$ cat src/rtl/blind_pkg.sv
// ---------------------------------------------------------------------------
// blind_pkg
// Shared definitions for the blind command arbiter:
//   - position command encodings driven on P
//   - requester IDs reported on fuente
//   - arbiter FSM state encoding
//   - sensor_hit(): selects the position sensor that confirms a given target
// ---------------------------------------------------------------------------
package blind_pkg;

    // Position commands (2'b11 is not a legal target and is discarded)
    localparam logic [1:0] POS_INF = 2'b00;
    localparam logic [1:0] POS_MED = 2'b01;
    localparam logic [1:0] POS_SUP = 2'b10;
    localparam logic [1:0] POS_BAD = 2'b11;

    // Requester that produced the last grant
    localparam logic [1:0] SRC_NONE = 2'b00;
    localparam logic [1:0] SRC_MAN  = 2'b01;
    localparam logic [1:0] SRC_LUZ  = 2'b10;
    localparam logic [1:0] SRC_HOR  = 2'b11;

    typedef enum logic [1:0] {
        ST_IDLE  = 2'b00,
        ST_MOVE  = 2'b01,
        ST_HOLD  = 2'b10,
        ST_FAULT = 2'b11
    } state_t;

    // True when the sensor belonging to the commanded position is active.
    function automatic logic sensor_hit(input logic [1:0] pos,
                                        input logic s_inf,
                                        input logic s_med,
                                        input logic s_sup);
        case (pos)
            POS_INF: sensor_hit = s_inf;
            POS_MED: sensor_hit = s_med;
            POS_SUP: sensor_hit = s_sup;
            default: sensor_hit = 1'b0;
        endcase
    endfunction

endpackage

$ cat src/rtl/blind_debounce.sv
// ---------------------------------------------------------------------------
// blind_debounce
// Level filter for one (already synchronised) button. The output follows the
// input only after CYCLES consecutive samples that differ from the current
// output; any sample equal to the output restarts the count.
// Ports:
//   reloj  in  clock
//   reset  in  asynchronous active-high reset (output and count cleared)
//   din    in  synchronised button level
//   dout   out filtered, stable button level
// ---------------------------------------------------------------------------
module blind_debounce #(
    parameter int CYCLES = 16
) (
    input  logic reloj,
    input  logic reset,
    input  logic din,
    output logic dout
);

    localparam logic [15:0] CNT_LAST = 16'(CYCLES - 1);

    logic [15:0] cnt_q;
    logic        dout_q;

    always_ff @(posedge reloj or posedge reset) begin
        if (reset) begin
            cnt_q  <= 16'd0;
            dout_q <= 1'b0;
        end else if (din == dout_q) begin
            cnt_q <= 16'd0;
        end else if (cnt_q >= CNT_LAST) begin
            dout_q <= din;
            cnt_q  <= 16'd0;
        end else begin
            cnt_q <= cnt_q + 16'd1;
        end
    end

    assign dout = dout_q;

endmodule

$ cat src/rtl/blind_cmd_arbiter.sv
// ---------------------------------------------------------------------------
// blind_cmd_arbiter
// Arbitrates position requests from manual buttons, light automation and the
// schedule, drives the blind position command P, watches the position sensors
// for arrival and raises falla when a move does not finish in time.
// Optional feature macro: BLIND_DEBOUNCE_EN (adds blind_debounce per button).
// Ports:
//   reloj, reset                 clock, asynchronous active-high reset
//   btn_sub/btn_med/btn_baj      manual levels for top/middle/bottom
//   luz_req, luz_pos[1:0]        light request pulse and target
//   hor_req, hor_pos[1:0]        schedule request pulse and target
//   Ssup, Smed, Sinf             top/middle/bottom position sensors
//   P[1:0]                       position command (00 bottom, 01 mid, 10 top)
//   ocupado                      high while moving
//   falla                        high in fault
//   fuente[1:0]                  source of last grant
//   hecho                        one-cycle arrival pulse
// ---------------------------------------------------------------------------
module blind_cmd_arbiter
    import blind_pkg::*;
#(
    parameter int DEBOUNCE_CYCLES = 16,
    parameter int TIMEOUT_CYCLES  = 1000,
    parameter int HOLD_CYCLES     = 4096
) (
    input  logic       reloj,
    input  logic       reset,
    input  logic       btn_sub,
    input  logic       btn_med,
    input  logic       btn_baj,
    input  logic       luz_req,
    input  logic [1:0] luz_pos,
    input  logic       hor_req,
    input  logic [1:0] hor_pos,
    input  logic       Ssup,
    input  logic       Smed,
    input  logic       Sinf,
    output logic [1:0] P,
    output logic       ocupado,
    output logic       falla,
    output logic [1:0] fuente,
    output logic       hecho
);

    // The shared counter is 16 bits wide, so every interval must fit in it.
    if (DEBOUNCE_CYCLES < 1 || DEBOUNCE_CYCLES > 65535 ||
        TIMEOUT_CYCLES  < 1 || TIMEOUT_CYCLES  > 65535 ||
        HOLD_CYCLES     < 1 || HOLD_CYCLES     > 65535) begin : g_bad_params
        $error("blind_cmd_arbiter: cycle parameters must be in 1..65535");
    end

    localparam logic [15:0] TIMEOUT_LAST = 16'(TIMEOUT_CYCLES - 1);
    localparam logic [15:0] HOLD_LAST    = 16'(HOLD_CYCLES - 1);

    // ---------------- manual button conditioning ----------------
    // Bit order: [2] top, [1] middle, [0] bottom
    logic [2:0] btn_raw;
    logic [2:0] sync0_q, sync1_q;
    logic [2:0] level;
    logic [2:0] level_prev_q;
    logic [2:0] rise;

    assign btn_raw = {btn_sub, btn_med, btn_baj};

    always_ff @(posedge reloj or posedge reset) begin
        if (reset) begin
            sync0_q      <= 3'b000;
            sync1_q      <= 3'b000;
            level_prev_q <= 3'b000;
        end else begin
            sync0_q      <= btn_raw;
            sync1_q      <= sync0_q;
            level_prev_q <= level;
        end
    end

`ifdef BLIND_DEBOUNCE_EN
    for (genvar gi = 0; gi < 3; gi++) begin : g_debounce
        blind_debounce #(
            .CYCLES (DEBOUNCE_CYCLES)
        ) u_debounce (
            .reloj (reloj),
            .reset (reset),
            .din   (sync1_q[gi]),
            .dout  (level[gi])
        );
    end
`else
    assign level = sync1_q;
`endif

    assign rise = level & ~level_prev_q;

    logic       man_req;
    logic [1:0] man_pos;

    always_comb begin
        man_req = |rise;
        man_pos = POS_INF;
        if (rise[2])      man_pos = POS_SUP;
        else if (rise[1]) man_pos = POS_MED;
    end

    // ---------------- state and pending registers ----------------
    state_t      state_q;
    logic [1:0]  p_q;
    logic        ocupado_q, falla_q, hecho_q;
    logic [1:0]  fuente_q;
    logic [15:0] cnt_q;
    logic [15:0] cnt_d;
    logic        man_v_q, luz_v_q, hor_v_q;
    logic [1:0]  man_t_q, luz_t_q, hor_t_q;

    // Counter saturates instead of wrapping.
    assign cnt_d = (cnt_q == 16'hFFFF) ? cnt_q : cnt_q + 16'd1;

    // Fixed-priority pick among pending entries (used in IDLE).
    logic       sel_v;
    logic [1:0] sel_t;
    logic [1:0] sel_src;

    always_comb begin
        sel_v   = 1'b0;
        sel_t   = POS_INF;
        sel_src = SRC_NONE;
        if (man_v_q) begin
            sel_v = 1'b1; sel_t = man_t_q; sel_src = SRC_MAN;
        end else if (luz_v_q) begin
            sel_v = 1'b1; sel_t = luz_t_q; sel_src = SRC_LUZ;
        end else if (hor_v_q) begin
            sel_v = 1'b1; sel_t = hor_t_q; sel_src = SRC_HOR;
        end
    end

    logic arrive;
    logic accept_auto;

    assign arrive      = sensor_hit(p_q, Sinf, Smed, Ssup);
    assign accept_auto = (state_q == ST_IDLE) || (state_q == ST_MOVE);

    always_ff @(posedge reloj or posedge reset) begin
        if (reset) begin
            state_q   <= ST_IDLE;
            p_q       <= POS_INF;
            ocupado_q <= 1'b0;
            falla_q   <= 1'b0;
            fuente_q  <= SRC_NONE;
            hecho_q   <= 1'b0;
            cnt_q     <= 16'd0;
            man_v_q   <= 1'b0;
            luz_v_q   <= 1'b0;
            hor_v_q   <= 1'b0;
            man_t_q   <= POS_INF;
            luz_t_q   <= POS_INF;
            hor_t_q   <= POS_INF;
        end else begin
            hecho_q <= 1'b0;
            case (state_q)
                ST_IDLE: begin
                    if (sel_v) begin
                        case (sel_src)
                            SRC_MAN: man_v_q <= 1'b0;
                            SRC_LUZ: luz_v_q <= 1'b0;
                            default: hor_v_q <= 1'b0;
                        endcase
                        if (sel_t != p_q) begin
                            p_q       <= sel_t;
                            fuente_q  <= sel_src;
                            ocupado_q <= 1'b1;
                            cnt_q     <= 16'd0;
                            state_q   <= ST_MOVE;
                        end
                    end
                end
                ST_MOVE: begin
                    if (arrive) begin
                        hecho_q   <= 1'b1;
                        ocupado_q <= 1'b0;
                        cnt_q     <= 16'd0;
                        state_q   <= (fuente_q == SRC_MAN) ? ST_HOLD : ST_IDLE;
                    end else if (man_v_q) begin
                        // Manual preemption: retarget and restart the timeout.
                        man_v_q  <= 1'b0;
                        p_q      <= man_t_q;
                        fuente_q <= SRC_MAN;
                        cnt_q    <= 16'd0;
                    end else if (cnt_q >= TIMEOUT_LAST) begin
                        ocupado_q <= 1'b0;
                        falla_q   <= 1'b1;
                        state_q   <= ST_FAULT;
                    end else begin
                        cnt_q <= cnt_d;
                    end
                end
                ST_HOLD: begin
                    if (man_v_q && man_t_q != p_q) begin
                        man_v_q   <= 1'b0;
                        p_q       <= man_t_q;
                        fuente_q  <= SRC_MAN;
                        ocupado_q <= 1'b1;
                        cnt_q     <= 16'd0;
                        state_q   <= ST_MOVE;
                    end else begin
                        man_v_q <= 1'b0;
                        if (cnt_q >= HOLD_LAST) begin
                            state_q <= ST_IDLE;
                        end else begin
                            cnt_q <= cnt_d;
                        end
                    end
                end
                default: begin // ST_FAULT: P held until a manual request
                    if (man_v_q) begin
                        man_v_q   <= 1'b0;
                        p_q       <= man_t_q;
                        fuente_q  <= SRC_MAN;
                        ocupado_q <= 1'b1;
                        falla_q   <= 1'b0;
                        cnt_q     <= 16'd0;
                        state_q   <= ST_MOVE;
                    end
                end
            endcase

            // New requests are written after the FSM so that a request landing
            // in the same cycle its entry is cleared survives.
            if (man_req) begin
                man_v_q <= 1'b1;
                man_t_q <= man_pos;
            end
            if (!accept_auto) begin
                luz_v_q <= 1'b0;
                hor_v_q <= 1'b0;
            end else begin
                if (luz_req && luz_pos != POS_BAD) begin
                    luz_v_q <= 1'b1;
                    luz_t_q <= luz_pos;
                end
                if (hor_req && hor_pos != POS_BAD) begin
                    hor_v_q <= 1'b1;
                    hor_t_q <= hor_pos;
                end
            end
        end
    end

    assign P       = p_q;
    assign ocupado = ocupado_q;
    assign falla   = falla_q;
    assign fuente  = fuente_q;
    assign hecho   = hecho_q;

endmodule

$ cat config.mk
export PLATFORM = sky130hd
export DESIGN_NAME = blind_cmd_arbiter
export DESIGN_NICKNAME = d
export VERILOG_FILES = /design/src/rtl/blind_pkg.sv /design/src/rtl/blind_debounce.sv /design/src/rtl/blind_cmd_arbiter.sv
export SDC_FILE = /design/constraint.sdc
export NUM_CORES = 1
export LEC_CHECK = 0
export BUFFER_PORTS_ARGS = -buffer_cell sky130_fd_sc_hd__buf_2
export CAP_MARGIN = 20
export CORE_MARGIN = 1
export CORE_UTILIZATION = 40
export DETAILED_ROUTE_END_ITERATION = 8
export PLACE_DENSITY = 0.68
export SYNTH_ARGS = -nofsm -noshare
export SYNTH_HDL_FRONTEND = slang
export SYNTH_HIERARCHICAL = 1
export SYNTH_SLANG_ARGS = --single-unit
$ cat constraint.sdc
create_clock -name reloj -period 2.2 [get_ports reloj]
set_input_delay 0.33 -clock reloj [delete_from_list [all_inputs] [get_ports reloj]]
set_output_delay 0.33 -clock reloj [all_outputs]
set_load 0.02 [all_outputs]
== Yosys cells after proc, flatten, opt, wreduce, memory -nomap -nowiden ==
Cells that the tools add are included.
Storage, ports and cells
  register bits after elaboration: 43
  bits of input ports: 14
  output and inout port bits: 7
  logic and storage cells: 149
Cells by class
  add/subtract/negate cells: 1
  magnitude comparators: 2
  eq/ne operators: 32
  muxes and demuxes: 74
  bitwise gates (word level): 3
  reduce and logical (&&, ||, !) cells: 21
Operators with widths (number)
  two-way mux 16 bit: 9
  two-way mux 2 bit: 26
  case mux 16 bit (3 select lines): 1
  two-way mux 1 bit: 31
  case mux 2 bit (3 select lines): 3
  adder 16 x 1 -> 16 bit (second input constant): 1
  == test 16 bit (second input constant): 1
  greater-or-equal comparator 16 x 10 -> 1 bit (second input constant): 1
  greater-or-equal comparator 16 x 12 -> 1 bit (second input constant): 1
  inequality test 3 x 2 -> 1 bit (second input constant): 5
  inequality test 3 bit (second input constant): 5
  inequality test 2 bit (second input constant): 6
  AND reduction 6 bit: 2
  AND reduction 5 bit: 2
  inequality test 3 x 1 -> 1 bit (second input constant): 3
  AND reduction 3 bit: 3
  == test 2 x 1 -> 1 bit (second input constant): 4
  == test 2 bit (second input constant): 3
  case mux 1 bit (3 select lines): 2
  logical NOT 2 bit: 2
  inequality test 2 x 1 -> 1 bit (second input constant): 2
  inequality test 2 bit: 2
  inequality test 4 bit (second input constant): 1
  case mux 1 bit (2 select lines): 2
  other kinds (11): 15

== Depth between registers and ports, before layout ==
  depth in word-level cells: 10
  depth in mapped cells: 8
  depth with buffers taken out: 7

== Worst setup path after synthesis ==
Ideal clock, no wire load.
  path kind: register -> register
  from: reg cnt_q[0]
  to: reg cnt_q[8]
  setup time: 0.120 ns
  arrival time: 1.804 ns
  path slack: 0.276 ns
  stages on the path, launching flop included: 9
  clock period less this slack: 1.924 ns
  path through: dfrtp_1 -> ha_1 -> a211oi_1 -> o311ai_2 -> nand3b_1 -> and2_2 -> nand2_1 -> buf_6 -> o22a_2
On the way
  cells in the longest elaborated chain, start to end: 6
RTL lines
  start: declaration: line blind_cmd_arbiter.sv:109  | logic [15:0] cnt_q;
  start signal: assignment: line blind_cmd_arbiter.sv:192  | cnt_q <= cnt_d;
  start signal: assignment: line blind_cmd_arbiter.sv:208  | cnt_q <= cnt_d;
  adder 16 x 1 -> 16 bit or == test 16 bit (tied branches): line blind_cmd_arbiter.sv:115  | assign cnt_d = (cnt_q == 16'hFFFF) ? cnt_q : cnt_q + 16'd1;
  two-way mux 16 bit: line blind_cmd_arbiter.sv:115
  two-way mux 16 bit: line blind_cmd_arbiter.sv:187  | end else if (cnt_q >= TIMEOUT_LAST) begin
  two-way mux 16 bit: line blind_cmd_arbiter.sv:181  | end else if (man_v_q) begin
  two-way mux 16 bit: line blind_cmd_arbiter.sv:176  | if (arrive) begin
  case mux 16 bit (3 select lines): line blind_cmd_arbiter.sv:158  | case (state_q)
Parallel ways exist; a longest one is shown, timed or not. The select of a mux whose other input is x is not followed.
A chain may end at the register's enable or synchronous reset.

== Worst setup path after layout ==
  from: reg luz_v_q
  to: reg p_q[0] (netlist: P[0])
On the way
  cells in the longest elaborated chain, start to end: 5
RTL lines
  start: declaration: line blind_cmd_arbiter.sv:111  | logic man_v_q, luz_v_q, hor_v_q;
  start signal: assignment: line blind_cmd_arbiter.sv:151  | luz_v_q <= 1'b0;
  start signal: assignment: line blind_cmd_arbiter.sv:163  | SRC_LUZ: luz_v_q <= 1'b0;
  start signal: assignment: line blind_cmd_arbiter.sv:232  | luz_v_q <= 1'b0;
  two-way mux 2 bit: line blind_cmd_arbiter.sv:128  | end else if (luz_v_q) begin
  two-way mux 2 bit: line blind_cmd_arbiter.sv:126  | if (man_v_q) begin
  inequality test 2 bit or two-way mux 2 bit (tied branches): line blind_cmd_arbiter.sv:166  | if (sel_t != p_q) begin
  inequality test 2 x 1 -> 1 bit (no line) or two-way mux 2 bit (tied branches)
  AND reduction 4 bit (no line) or case mux 2 bit (3 select lines) (tied branches)
  end signal: assignment: line blind_cmd_arbiter.sv:167  | p_q <= sel_t;
  end signal: assignment: line blind_cmd_arbiter.sv:184  | p_q <= man_t_q;
  end signal: assignment: line blind_cmd_arbiter.sv:198  | p_q <= man_t_q;
  end: declaration: line blind_cmd_arbiter.sv:106  | logic [1:0] p_q;
Parallel ways exist; a longest one is shown, timed or not. The select of a mux whose other input is x is not followed.

==> results.py <==
metrics = {
    "layout": {
        "fin_util_pct": 48.78,
        "seq_area_um2": 1076,
        "final_cell_mix": "dfrtp_1 (43), nand2_1 (22), buf_2 (20)",
        "mostFrequentLayoutCell": "dfrtp_1",
        "fin_nets": 275,
        "multi_input_area_um2": 1154,
        "area_growth_syn_to_layout_pct": 17.39,
        "fill_cells": 513,
        "drive_above_1_share_pct": 27.24,
        "antenna_cells": 0,
    },
    "clocking": {
        "cts_tree": "done",
        "clockRootBuffer": "clkbuf_8",
        "clk_latency_ns": 0.30,
        "clock_sinks": 43,
        "numCtsBuffers": 5,
        "clkTransAtPathRegs_ns": 0.09,
        "cts-htree-levels": 2,
        "clk_path_buf_depth": 2,
    },
    "sta": {
        "finalClockSkew_ns": 0.004561,
        "slew_headroom_pct": 62.88,
        "timing.fmax_mhz": 482.0,
        "hold_viol": 1,
        "worst_pin_slew_ns": 0.5534,
        "grt_setup_unrepaired": "no",
        "timing.final.ws_setup_ns": 0.1255,
        "finalSetupTns_ns": 0,
        "slew_violations": 0,
        "fin_crit_sh_pct": 94.29,
        "hold_ws_ns": -0.0002076,
        "fin_crit_ns": 2.074,
        "setup_viol": 0,
    },
    "floorplanning": {
        "die-width_um": 77.87,
        "dieArea_um2": 6063,
        "row_count": 27,
        "die_h_um": 77.87,
        "ioPinCount": 21,
        "start_util_pct": 41.55,
        "design.core.area_um2": 5540,
    },
    "drt": {
        "drc": 0,
        "ant_nets": 0,
        "wl_per_cell_um": 14.38,
        "routed_wl_mm": 4.732,
        "vias": 1820,
        "met1_length_mm": 2.381,
        "dr.pass1.iters": 4,
        "dr.max_layer_used": "met4",
        "vias_per_cell": 5.532,
        "drt_iter0_markers": 118,
        "routed-wl-met2_mm": 2.139,
        "wl_met3_um": 117,
    },
    "global_route": {
        "grt_pass1_wl_mm": 7.921,
        "gr-usage-all-layers_pct": 16.93,
        "grt_pass1_vias": 1667,
        "grt_remaining_overflow": 0,
        "grt_max_degree": 29,
        "antenna_found_initial": 0,
    },
    "job": {
        "drv_cap": 0,
    },
    "setup_path": {
        "start_kind": "flip-flop",
        "endpoint_kind": "flip-flop",
        "arrival_ns": 2.27,
        "cp.required_ns": 2.39,
        "worstPathMaxFanout": 11,
        "reg2reg_depth": 6,
        "path_class": "flip-flop to flip-flop",
    },
    "placed_design": {
        "dpl_worst_slack_ns": -0.04329,
        "gp_congestion": 0.8076,
        "io_buffers": 20,
        "dpl.hpwl_mm": 3.326,
    },
    "hold_path": {
        "hold_path.class": "input pin to async pin",
    },
    "logic_synthesis": {
        "syn_inst": 224,
        "synth-seq-cells": 43,
        "ys_types": 56,
        "syn_nets": 243,
        "yosys_warnings": 6,
        "ys_seq_area_share_pct": 46.74,
        "syn_area_um2": 2302,
        "synth_edf_count": 0,
        "async_reset_ff_share_pct": 100.0,
        "avgSynthCellArea_um2": 10.28,
        "synthFlopType": "dfrtp_1",
    },
    "pwr": {
        "power_mw": 3.266,
        "irDropWorstVdd_v": 0.0005176,
        "leakagePower_nw": 1.240,
        "pwr_density_cell_nw_per_um2": 1208,
    },
    "run_status": {
        "violations": "negative hold slack",
        "status": "finished with violations",
    },
}
[per-stage QoR]
| stage | std cells | area [um^2] |
|---|---|---|
| after floorplan | 224 | 2302 |
| after global placement | 320 | 2517 |
| after detailed placement | 320 | 2517 |
| after CTS | 328 | 2636 |
| after global routing | 329 | 2703 |
| final | 329 | 2703 |
[worst paths after layout]
path                                  from    endpoint  slack, ns
worst min-delay path                 reset   cnt_q[15]    -0.0002
worst max-delay path               luz_v_q        P[0]       0.13
max in group asynchronous            reset  man_t_q[0]       1.62
worst min register to register  sync0_q[2]    level[2]       0.35
worst max register to register     luz_v_q        P[0]       0.13
min in group reloj                 btn_baj  sync0_q[0]       0.13
[power by group]
part           switching, mW  leakage (nW)  internal (mW)
Combinational          0.856         0.637          0.647
Clock                  0.300        0.0587          0.344
Sequential             0.172         0.544          0.946
[registers in the layout (all words and copies together) (netlist names)]
name	cells
man_t_q	2
luz_t_q	2
cnt_q	16
hor_v_q	1
level_prev_q	3
falla	1
ocupado	1
man_v_q	1
hor_t_q	2
level	3
hecho	1
sync0_q	3
luz_v_q	1
state_q	2
P	2
fuente	2
[final cells by class]
type | count | area share (%)
timing repair buffer | 33 | 8.056
clock buffer | 5 | 2.546
clock inverter | 3 | 1.759
sequential | 43 | 39.81
multi-input combinational | 160 | 42.69
tap | 72 | 3.333
inverter | 13 | 1.806
[worst max-delay path: stages (launching register included)]
cell      delay, ns
dfrtp_1        0.49
nand3b_1       0.26
a22oi_2        0.17
xnor2_1        0.15
and3_1         0.25
nor3_4         0.28
mux2_2         0.37
[per-layer routing]
layer | vias up | GRT usage (%)
met1 | 893 | 23.24
met4 | 0 | 8.113
met2 | 36 | 25.84
li1 | 882 | -
met3 | 9 | 2.824
met5 | - | 0
[synth_stat cells (all sizes together), types with 4 or more instances]
master,instances,area share [%]
buf,5,2.2
inv,13,2.1
and3,4,1.1
mux2,9,4.4
a31oi,9,3.1
nand3,8,1.7
and2,6,1.7
ha,5,2.7
o21ai,13,2.8
nor2,8,1.3
nand2,24,4.0
nand3b,4,1.8
o211ai,4,1.3
o31ai,9,2.9
a21oi,11,2.4
nor3,4,1.4
dfrtp,43,47
nor2b,5,1.4
[timing repair]
item | in CTS | in global routing
gates resized for setup | 1 | 7
pin swaps | 0 | 1
setup buffers | 0 | 0
setup endpoints to repair | 2 | 13
hold buffers | 0 | 0
[cells by family (layout without fill, tap and decap cells)]
group | count (synthesis) | in the layout | synth area share [%]
and+or+nand+nor | 76 | 76 | 18.70
AOI/OAI and AO/OA | 63 | 63 | 19.68
DFF | 43 | 43 | 46.74
buffers and inverters | 21 | 54 | 4.946
muxes | 12 | 12 | 5.707
adders and majority gates | 5 | 5 | 2.717
xor gates and xnor gates | 4 | 4 | 1.522
(Power assumes the default switching activity.)
